`config.mk`:
```
export PLATFORM = sky130hd
export DESIGN_NAME = axi_rd_master
export DESIGN_NICKNAME = d
export VERILOG_FILES = /design/src/rtl/axi_rd_master.sv
export SDC_FILE = /design/constraint.sdc
export NUM_CORES = 1
export LEC_CHECK = 0
export CAP_MARGIN = 5
export CORE_MARGIN = 1
export CORE_UTILIZATION = 35
export CTS_CLUSTER_SIZE = 24
export DETAILED_ROUTE_END_ITERATION = 10
export DONT_BUFFER_PORTS = 1
export PLACE_DENSITY = 0.49
export SKIP_LAST_GASP = 1
export SLEW_MARGIN = 20
export SYNTH_ARGS = -nofsm -noshare
export SYNTH_HDL_FRONTEND = slang
export SYNTH_SLANG_ARGS = --single-unit
```
`constraint.sdc`:
```
create_clock -name clk -period 3.95 [get_ports clk]
set_input_delay 0.79 -clock clk [delete_from_list [all_inputs] [get_ports clk]]
set_output_delay 0.79 -clock clk [all_outputs]
set_load 0.02 [all_outputs]
```
`src/rtl/axi_rd_master.sv`:
```
// AXI read master: turns a single user read request into one AR burst and
// streams the returned R beats back to the user one cycle after each handshake.
// Optional build macro AXI_RD_BEAT_CHECK_EN: the burst length is set by the beat
// counter, and any beat where axi_rlast disagrees with the count pulses rd_err.
// With the macro undefined, the burst ends on axi_rlast and rd_err stays 0.
//
// state | meaning
// IDLE  | waiting for an accepted rd_trig (rd_ready = init_end)
// AR    | address phase, arvalid held until arready
// RD    | accepting R beats, rready high
// DONE  | one cycle, final beat and rd_done presented
module axi_rd_master #(
  parameter int ADDR_WIDTH = 27,
  parameter int DATA_WIDTH = 16,
  parameter int RBURST_LEN = 8
) (
  input  logic                  clk,
  input  logic                  rstn,
  input  logic                  init_end,
  input  logic                  rd_trig,
  input  logic [7:0]            rd_len,
  input  logic [ADDR_WIDTH-1:0] rd_addr,
  output logic                  rd_ready,
  output logic [DATA_WIDTH-1:0] rd_data,
  output logic                  rd_data_en,
  output logic                  rd_done,
  output logic                  rd_err,
  output logic                  axi_arvalid,
  input  logic                  axi_arready,
  output logic [ADDR_WIDTH-1:0] axi_araddr,
  output logic [7:0]            axi_arlen,
  input  logic                  axi_rvalid,
  output logic                  axi_rready,
  input  logic                  axi_rlast,
  input  logic [DATA_WIDTH-1:0] axi_rdata
);

  localparam logic [1:0] IDLE = 2'd0;
  localparam logic [1:0] AR   = 2'd1;
  localparam logic [1:0] RD   = 2'd2;
  localparam logic [1:0] DONE = 2'd3;

  logic [1:0]            state;
  logic [ADDR_WIDTH-1:0] addr_q;
  logic [7:0]            arlen_q;
  logic [7:0]            cnt;
  logic                  accept;
  logic                  r_hs;
  logic                  beat_last;
  logic                  beat_err;

  // rstn gates rd_ready so it reads 0 while reset is held, even with init_end high
  assign rd_ready    = rstn && (state == IDLE) && init_end;
  assign accept      = rd_trig && rd_ready && (rd_len != 8'd0) &&
                       (rd_len <= 8'(RBURST_LEN));
  assign axi_arvalid = (state == AR);
  assign axi_araddr  = addr_q;
  assign axi_arlen   = arlen_q;
  assign axi_rready  = (state == RD);
  assign r_hs        = axi_rvalid && axi_rready;

`ifdef AXI_RD_BEAT_CHECK_EN
  // cnt still holds the previous beat count, so the final beat is cnt == len-1
  assign beat_last = (cnt == arlen_q);
  assign beat_err  = (axi_rlast != beat_last);
`else
  assign beat_last = axi_rlast;
  assign beat_err  = 1'b0;
`endif

  // Sequencing FSM with request latch and beat counter
  always_ff @(posedge clk or negedge rstn) begin
    if (!rstn) begin
      state   <= IDLE;
      addr_q  <= '0;
      arlen_q <= '0;
      cnt     <= '0;
    end else begin
      case (state)
        IDLE: if (accept) begin
          addr_q  <= rd_addr;
          arlen_q <= rd_len - 8'd1;
          state   <= AR;
        end
        AR: if (axi_arready) begin
          cnt   <= '0;
          state <= RD;
        end
        RD: if (r_hs) begin
          cnt <= cnt + 8'd1;
          if (beat_last) state <= DONE;
        end
        default: state <= IDLE;
      endcase
    end
  end

  // Registered user-side beat outputs, one cycle after each R handshake
  always_ff @(posedge clk or negedge rstn) begin
    if (!rstn) begin
      rd_data    <= '0;
      rd_data_en <= 1'b0;
      rd_done    <= 1'b0;
      rd_err     <= 1'b0;
    end else begin
      rd_data_en <= r_hs;
      rd_done    <= r_hs && beat_last;
      rd_err     <= r_hs && beat_err;
      if (r_hs) rd_data <= axi_rdata;
    end
  end

endmodule

```
# == After elaboration in Yosys (flattened, before gate mapping) ==
# Index checks and enable logic that the tools add are counted.
# word_totals
regBits,55
inputBits,58
out_inout_bits,57
elab_cells,30
# op_classes
add_sub_neg,1
order_cmp,1
eq_ne,6
n_mux,5
n_reduce_logical,11
# ops
cell,count
$le A8 B4 Y1 const B,1
$mux W2,4
$reduce_bool A8 Y1,1
$sub A8 B1 Y8 const B,1
$logic_and A1 B1 Y1,7
$ne A2 B1 Y1 const B,3
$pmux W2 S3,1
$reduce_and A4 Y1,1
$eq A2 B1 Y1 const B,1
$eq A2 B2 Y1 const B,1
$logic_not A2 Y1,1
$ne A2 B2 Y1 const B,1
$reduce_and A2 Y1,1

# == Depth between registers and ports, before layout ==
# Gate-level depths: netlist (run 1).
# logic_depth
depth_word,8
depth_mapped,7
mapped_depth_nobuf,6

# == Worst setup path before layout (run 1) ==
# OpenSTA, ideal clock, no wires.
# synth_path
path_type,input to register
startpoint,input port rd_len[4]
endpoint,register addr_q[0] (netlist: axi_araddr[0])
setup_time_ps,125
t_arrival_ps,2165
t_required_ps,3825
path_slack_ps,1659
cell_stages,5
path_buffers,1
path_cell_list,or2_0 > or4_4 > nor2_8 > buf_12 > mux2_4
# synth_via
elab_chain_cells,4
elab_cells_between_ends,5
cone_classes,1 x order compare; 4 x reduce/logical
# synth_lines
item,line,rtl
"start, declared",21,"input logic [7:0] rd_len,"
"parallel branches: the longest is 2 deep, another holds $le A8 B4 Y1",n/a,
$logic_and A1 B1 Y1 *,54,assign accept = rd_trig && rd_ready && (rd_len != 8'd0) &&
$reduce_and A2 Y1 (no source line) *,n/a,
"end signal, assigned",81,addr_q <= rd_addr;
"end, declared",44,logic [ADDR_WIDTH-1:0] addr_q;
# Every way passes the cells marked *.
# A chain may end at the register's enable or synchronous reset.

# == Final worst setup path (run 1) ==
# layout_path
startpoint,register state[0]
endpoint,register arlen_q[2] (netlist: axi_arlen[2])
# layout_via
elab_chain_cells,7
# layout_lines
item,line,rtl
"start, declared",43,logic [1:0] state;
"start signal, assigned",74,state <= IDLE;
"start signal, assigned",83,state <= AR;
"start signal, assigned",87,state <= RD;
$logic_not A2 Y1 *,"53, 79",
$logic_and A1 B1 Y1 (2 in series),53,assign rd_ready = rstn && (state == IDLE) && init_end;
$logic_and A1 B1 Y1 (3 in series),54,
$reduce_and A2 Y1 (no source line) *,n/a,
"end signal, assigned",82,arlen_q <= rd_len - 8'd1;
"end, declared",45,logic [7:0] arlen_q;
# Every way passes the cells marked *; elsewhere a longest branch is shown, timed or not.

==> impl_metrics.ini, run 1 <==
[outcome]
status = complete, no violations

[floorplanning]
die_area_um2 = 7470
io_pins = 115
row_count = 30
start_util_pct = 36.5
coreArea_um2 = 6830
fp.dieW_um = 86.5
die_h_um = 86.5

[cts]
cts_resized = 0
cts_inserted_buffers = 5
numClockSinks = 55
cts_buffer_depth = 2
cts.repair_timing.setup_buffer_count = 0
path_clk_slew_ps = 90
ctsHoldBuffers = 0
htree_num_levels = 2
insertion_delay_ps = 300
root_buffer = clkbuf_8
cts_tree = done

[global_route]
grt_antenna_before_repair = 0
grt_pass1_vias = 1359
met2_usage_pct = 21.6
grt_use_met1_pct = 13.6
gr-usage-met3_pct = 4.57
grt_usage_pct = 12.3
grt-busiest-layer = met2
grt_max_degree = 58
grt_overflow_total = 0
grt_pass1_wl_um = 7000

[critical_path]
reg2regPathDepth = 6
cp_data_arrival_time_ps = 2830
crit_family = simple AND/OR/NAND/NOR gates
crit_slowest_cell = nor2_8
path_class = flop to flop
worst-path-buf-inv = 1
cp.depth = 6
path_cells = inv_1 > ha_1 > nand3_2 > or4_4 > nor2_8 > mux2_2
worst_ep_required_time_ps = 4140
endpoint_kind = flop
startpoint_type = flop
critPathMaxStageDelay_ps = 600
crit_fanout = 33

[timing]
fin_crit_ps = 2640
worstMarginPinSlew_ps = 753
setup_viol = 0
rsz0062_at_grt = no
relSlewSlack_pct = 49.8
slew_viol_final = 0
fin_ws_ps = 1310
fmax_mhz = 379
finClkSkew_ps = 3.70
fin_crit_sh_pct = 66.9
fin_tns_setup_ps = 0
hold_viol_final = 0

[pwr]
power_density_nw_per_um2 = 608
ir_drop_v = 0.000260
leakage_uw = 0.00125

[place]
place_ws_ps = 1210
place_hpwl_um = 3210
dp_cells = 251
gp_congestion = 0.739
dpl_cell_area_um2 = 2540
portBuffers = 0

[routing]
wl_per_cell_um = 17.6
vias_per_cell = 4.81
wl_um = 4540
dr.pass1.iters = 2
via_count = 1242
drc = 0
ant_nets = 0
drtIter0Drc = 28

[finish]
fillers = 660
antennaDiodeCount = 0
design_area_um2 = 2650
final_nets = 226
layoutNonFillerInstCount = 258
multiInputGateArea_um2 = 1020
syn_to_final_growth_pct = 6.07
layout-drive-gt1-share_pct = 37.0
final_core_utilization_pct = 38.8
final_common_cell = dfrtp_1
layout_common_cells = 55 x dfrtp_1, 30 x mux2_4, 19 x mux2_2
seqCellArea_um2 = 1380

[synthesis]
synth_area_um2 = 2500
ys_warn_count = 0
synth_nets = 224
yosysSeqAreaShare_pct = 55.1
synth_edf_count = 0
synthDistinctLibCells = 34
syn_inst = 160
synth_top_flop_cell = dfrtp_1
async_flop_share_pct = 100
ys_seq_elements = 55
avgSynthCellArea_um2 = 15.6

[job]
drv_cap = 0

[hold_path]
hold_class = input port to async pin
[cell families (layout without fill, tap and decap cells)]
family                     count (synthesis)  count (layout)  share of synthesized area (%)
buffers and inverters                     12              14                           3.91
AOI/OAI and AO/OA                          9               9                           2.26
adders and majority gates                  6               6                           3.01
xor gates and xnor gates                   5               5                           2.51
and+or+nand+nor                           22              22                           6.02
DFF                                       55              55                           55.1
other                                      1               1                          0.150
muxes                                     50              50                           27.0
[flip-flops by register name (all words and copies together) (netlist names)]
signal      cells
axi_arlen       8
state           2
axi_araddr     27
rd_data        16
rd_data_en      1
rd_done         1
[metrics by stage]
| step | hold slack (ps) | total power [uW] |
|---|---|---|
| 2_1_floorplan | 494 | 1200 |
| 3_3_place_gp | 496 | 1250 |
| 3_5_place_dp | 496 | 1270 |
| 4_1_cts | 162 | 1630 |
| 5_1_grt | 141 | 1710 |
| 6_report | 177 | 1610 |
[cell usage after synthesis, types with 2 or more instances]
library cell	instances	share of area, %
dfrtp_1	55	55
mux2_4	30	18
mux2_2	19	8.6
inv_1	7	1.1
ha_1	6	3.0
nand2_1	4	0.60
o21ai_0	4	0.80
buf_12	3	2.4
nand2b_1	2	0.50
nor2b_1	2	0.50
o211ai_1	2	0.60
or3_1	2	0.50
xnor2_1	2	0.70
xor2_1	2	0.70
[path summary, 6_finish.rpt]
check                           from              to  slack, ps
min                             rstn  axi_araddr[16]        180
min in group clk           rd_len[0]    axi_arlen[0]        600
max                         state[0]    axi_arlen[2]       1310
min reg2reg                 state[1]        state[1]        650
max in group asynchronous       rstn      rd_data_en       3680
max reg2reg                 state[0]    axi_arlen[2]       1310
[report_power, final]
| group | internal (uW) | total [uW] | switching [uW] |
|---|---|---|---|
| clock | 186 | 355 | 169 |
| combinational | 182 | 323 | 140 |
| sequential | 692 | 933 | 241 |
| total | 1060 | 1610 | 550 |
[cell type report]
type / count / share of cell area, %
clock buffer: 6 / 2.74
clock inverter: 1 / 1.13
inverter: 7 / 0.992
multi-input combinational: 93 / 38.6
sequential: 55 / 52.0
tap: 96 / 4.54
[routing by layer]
| layer | up-vias | routed length (um) |
|---|---|---|
| met5 | - | 0 |
| met3 | 6 | 352 |
| met4 | 0 | 55 |
| met1 | 627 | 1800 |
| met2 | 57 | 2340 |
| li1 | 552 | - |
No activity file was read; power rests on OpenSTA's default activity.
==> inputs of run 2 (changes only) <==
--- a/config.mk
+++ b/config.mk
@@ -11,7 +11,7 @@
 export CTS_CLUSTER_SIZE = 24
 export DETAILED_ROUTE_END_ITERATION = 10
 export DONT_BUFFER_PORTS = 1
-export PLACE_DENSITY = 0.49
+export PLACE_DENSITY = 0.51
 export SKIP_LAST_GASP = 1
 export SLEW_MARGIN = 20
 export SYNTH_ARGS = -nofsm -noshare
==> constraint.sdc (replaced) <==
create_clock -name clk -period 2.25 [get_ports clk]
set_input_delay 0.45 -clock clk [delete_from_list [all_inputs] [get_ports clk]]
set_output_delay 0.45 -clock clk [all_outputs]
set_load 0.02 [all_outputs]
==> impl_metrics.ini, run 2 (same netlist as run 1, synthesis figures left out) <==
[outcome]
status = complete, no violations

[place]
gp_congestion = 0.665
place_hpwl_um = 3510
portBuffers = 0

[cts]
root_buffer = clkbuf_8
cts_tree = done
cts_inserted_buffers = 5
insertion_delay_ps = 300
cts_resized = 0
htree_num_levels = 2
numClockSinks = 55
cts_buffer_depth = 2
path_clk_slew_ps = 100

[finish]
layout_common_cells = 55 x dfrtp_1, 30 x mux2_4, 19 x mux2_2
fillers = 651
antennaDiodeCount = 0
final_nets = 234
multiInputGateArea_um2 = 1020
seqCellArea_um2 = 1380
final_common_cell = dfrtp_1
syn_to_final_growth_pct = 10.9
largest_register_ffs = 27
layout-drive-gt1-share_pct = 40.4

[hold_path]
hold_class = input port to flop
hold_end = axi_arlen[0]
min_path_cells = 1
hp-start = rd_len[0]

[global_route]
grt_overflow_total = 0
grt_usage_pct = 12.9
grt_antenna_before_repair = 0
grt_pass1_wl_um = 7360
grt_pass1_vias = 1441
grt_max_degree = 56

[critical_path]
path_class = flop to flop
r2r_end = axi_arlen[7]
crit_slowest_cell = or4_4
path_cells = inv_1 > ha_1 > nand3_2 > or4_4 > nor2_8 > buf_12 > mux2_2
reg2regPathDepth = 7
worst-path-buf-inv = 2
crit_family = simple AND/OR/NAND/NOR gates
worst_ep_required_time_ps = 2440
endpoint_kind = flop
r2r-start = state[0]
critPathMaxStageDelay_ps = 580
reg2reg_slack_ps = 120
startpoint_type = flop
cp_data_arrival_time_ps = 2320
crit_fanout = 16

[routing]
via_count = 1291
ant_nets = 0
drc = 0
drtIter0Drc = 29
vias_per_cell = 4.84
wl_per_cell_um = 18.0
wl_um = 4800
dr.pass1.iters = 4

[floorplanning]
die_h_um = 86.5
row_count = 30
coreArea_um2 = 6830
start_util_pct = 36.5
io_pins = 115
die_area_um2 = 7470
fp.dieW_um = 86.5

[timing]
rsz0062_at_grt = no
fin_crit_sh_pct = 94.8
hold_viol_final = 0
fin_tns_setup_ps = 0
setup_viol = 0
slew_viol_final = 0
finClkSkew_ps = 6.58
fmax_mhz = 469
fin_crit_ps = 2130

[pwr]
p_comb_share_pct = 22.0
pwr-share-clk_pct = 22.4
switching_share_pct = 34.7
total_power_uw = 2930
power_frac_seq_pct = 55.5
leakage_uw = 0.00130
power_density_nw_per_um2 = 1060
p_switching_uw = 1020
ir_drop_v = 0.000418
power.internal_uw = 1910

[job]
drv_cap = 0
==> run 2: layout make-up <==
cell class                      count  area share (%)
Inverter                            7           0.949
Tap cell                           96            4.34
Timing Repair Buffer                8            3.89
Clock buffer                        5            2.49
Clock inverter                      3            1.67
Sequential cell                    55            49.7
Multi-Input combinational cell     93            36.9
==> run 2: how the worst max path moves through the flow <==
| stage | from | endpoint | cells past startpoint |
|---|---|---|---|
| after detailed placement | state[0] | axi_arlen[7] | 7 |
| after floorplan | state[0] | axi_araddr[0] | 7 |
| final | state[0] | axi_arlen[7] | 7 |
| after global placement | state[0] | axi_arlen[7] | 7 |
| after CTS | state[0] | axi_arlen[7] | 7 |
| after global routing | state[0] | axi_arlen[7] | 7 |
==> run 2: power groups by stage <==
stage	combinational, uW	clock (uW)	sequential (uW)
after CTS	637	683	1630
after global routing	706	722	1650
after detailed placement	609	0	1650
final	646	658	1630
after global placement	577	0	1650
after floorplan	493	0	1610
==> run 2: worst reg2reg max path, cell delays in order (launching register included) <==
cell,delay [ps]
dfrtp_1,400
inv_1,100
ha_1,200
nand3_2,90
or4_4,580
nor2_8,140
buf_12,170
mux2_2,350
==> run 2: per-layer routing <==
layer / up-vias / wire length [um] / track usage [%]
met5: - / 0 / 0
met2: 61 / 2480 / 22.0
met3: 5 / 381 / 4.00
li1: 571 / - / -
met1: 654 / 1880 / 15.2
met4: 0 / 61 / 5.00
==> run 2: timing repair <==
item                                   CTS  global route
setup endpoints to repair                0             1
endpoints found under the hold margin   55             0
setup buffers                            0             1
hold buffers                             2             0
==> run 2: per-stage QoR <==
| stage | hold slack, ps | setup slack (ps) | util (%) | cells | area, um2 |
|---|---|---|---|---|---|
| after floorplan | 154 | 145 | - | 160 | 2500 |
| after global placement | 156 | 174 | 38.2 | 256 | 2610 |
| after detailed placement | 156 | 91.6 | 38.2 | 256 | 2610 |
| after CTS | 245 | 69.2 | 40.4 | 266 | 2760 |
| after global routing | 263 | 37.9 | 40.5 | 267 | 2770 |
| final | 264 | 117 | 40.5 | 267 | 2770 |
==> inputs of run 3 (changes only) <==
--- a/config.mk
+++ b/config.mk
@@ -5,13 +5,14 @@
 export SDC_FILE = /design/constraint.sdc
 export NUM_CORES = 1
 export LEC_CHECK = 0
+export ABC_CLOCK_PERIOD_IN_PS = 2320
 export CAP_MARGIN = 5
 export CORE_MARGIN = 1
 export CORE_UTILIZATION = 35
 export CTS_CLUSTER_SIZE = 24
 export DETAILED_ROUTE_END_ITERATION = 10
 export DONT_BUFFER_PORTS = 1
-export PLACE_DENSITY = 0.51
+export PLACE_DENSITY = 0.49
 export SKIP_LAST_GASP = 1
 export SLEW_MARGIN = 20
 export SYNTH_ARGS = -nofsm -noshare
==> constraint.sdc (replaced) <==
create_clock -name clk -period 2.32 [get_ports clk]
set_input_delay 0.464 -clock clk [delete_from_list [all_inputs] [get_ports clk]]
set_output_delay 0.464 -clock clk [all_outputs]
set_load 0.02 [all_outputs]
==> impl_metrics.ini, run 3 (same netlist as run 1, synthesis figures left out) <==
[floorplanning]
die_h_um = 86.5
start_util_pct = 36.5
row_count = 30
fp.dieW_um = 86.5
die_area_um2 = 7470
coreArea_um2 = 6830
io_pins = 115

[pwr]
power_density_nw_per_um2 = 1020
leakage_uw = 0.00131
ir_drop_v = 0.000341

[critical_path]
endpoint_kind = flop
path_class = flop to flop
crit_fanout = 12
reg2reg_slack_ps = 100
startpoint_type = flop
cp_data_arrival_time_ps = 2420
worst_ep_required_time_ps = 2510

[timing]
fin_tns_setup_ps = 0
fin_ws_ps = 96.6
slew_viol_final = 0
worstMarginPinSlew_ps = 671
rsz0062_at_grt = yes
hold_viol_final = 0
setup_viol = 0
fin_crit_sh_pct = 95.8
fin_crit_ps = 2220
holdWs_ps = 6.02
relSlewSlack_pct = 55.2
fmax_mhz = 450
finClkSkew_ps = 4.59

[global_route]
grt_usage_pct = 12.4
grt_overflow_total = 0
grt_max_degree = 56
grt_antenna_before_repair = 0
grt_pass1_wl_um = 7040
grt_pass1_vias = 1428

[cts]
path_clk_slew_ps = 100
cts_tree = done
numClockSinks = 55
htree_num_levels = 2
root_buffer = clkbuf_8
cts_buffer_depth = 2
cts_inserted_buffers = 5
insertion_delay_ps = 300

[routing]
vias_per_cell = 4.98
wl_um = 4820
ant_nets = 0
drtIter0Drc = 18
drc = 0
via_count = 1324
wl_per_cell_um = 18.1
dr.pass1.iters = 4

[finish]
layout-drive-gt1-share_pct = 40.6
antennaDiodeCount = 0
layoutNonFillerInstCount = 266
final_nets = 233
final_common_cell = dfrtp_1
layout_common_cells = 55 x dfrtp_1, 30 x mux2_4, 19 x mux2_2
largest_register_ffs = 27
syn_to_final_growth_pct = 10.9

[place]
place_hpwl_um = 3350
gp_congestion = 0.723
portBuffers = 0
dp_cells = 254
place_ws_ps = 82.7

[outcome]
status = complete, no violations

[hold_path]
hold_class = input port to async pin

[job]
drv_cap = 0
[run 3: area by class of cell]
cell class / count / area, um2
Clock buffer: 6 / 82.6
Sequential cell: 55 / 1380
Multi-Input combinational cell: 93 / 1020
Tap cell: 96 / 120
Clock inverter: 2 / 35.0
Inverter: 7 / 26.3
Timing Repair Buffer: 7 / 106
Fill cell: 649 / 4060
[run 3: per-stage QoR]
| step | util [%] | total power (uW) | area [um2] |
|---|---|---|---|
| CTS | 39.9 | 2850 | 2730 |
| detailed placement | 37.8 | 2170 | 2580 |
| floorplan | - | 2040 | 2500 |
| finish | 40.5 | 2820 | 2770 |
| global placement | 37.8 | 2140 | 2580 |
| global route | 40.5 | 2970 | 2770 |
[run 3: final timing paths]
kind                           start             end  depth (start not counted)
hold reg to reg             state[1]        state[1]                          2
setup / recovery            state[0]  axi_araddr[11]                          7
max in group asynchronous       rstn      rd_data_en                          1
setup reg to reg            state[0]  axi_araddr[11]                          7
hold / removal                  rstn   axi_araddr[6]                          1
min in group clk           rd_len[0]    axi_arlen[0]                          1
[run 3: repair_timing]
action | 4_1_cts | 5_1_grt
endpoints found under the hold margin | 55 | 0
gates resized for setup | 0 | 1
hold buffers | 1 | 0
endpoints found under the setup margin | 0 | 24
setup buffers | 0 | 2
[run 3: per-layer routing]
layer / up-vias / GRT usage, % / wire length, um
met5: - / 0 / 0
met4: 0 / 6.21 / 117
met3: 9 / 5.05 / 411
met2: 64 / 22.1 / 2460
met1: 683 / 12.5 / 1840
li1: 568 / - / -
[run 3: power by group]
part	internal (uW)	leakage, uW	switching, uW	total, uW
sequential	1180	0.000725	409	1590
clock	350	0.0000612	303	652
combinational	326	0.000522	255	580
total	1850	0.00131	966	2820
[run 3: worst max-delay path, stage by stage, from the launching register on]
cell and delay (ps):
dfrtp_1 420, inv_1 120, ha_1 190, nand3_2 80, or4_4 570, nor2_8 200, clkbuf_16 210, mux2_4 310
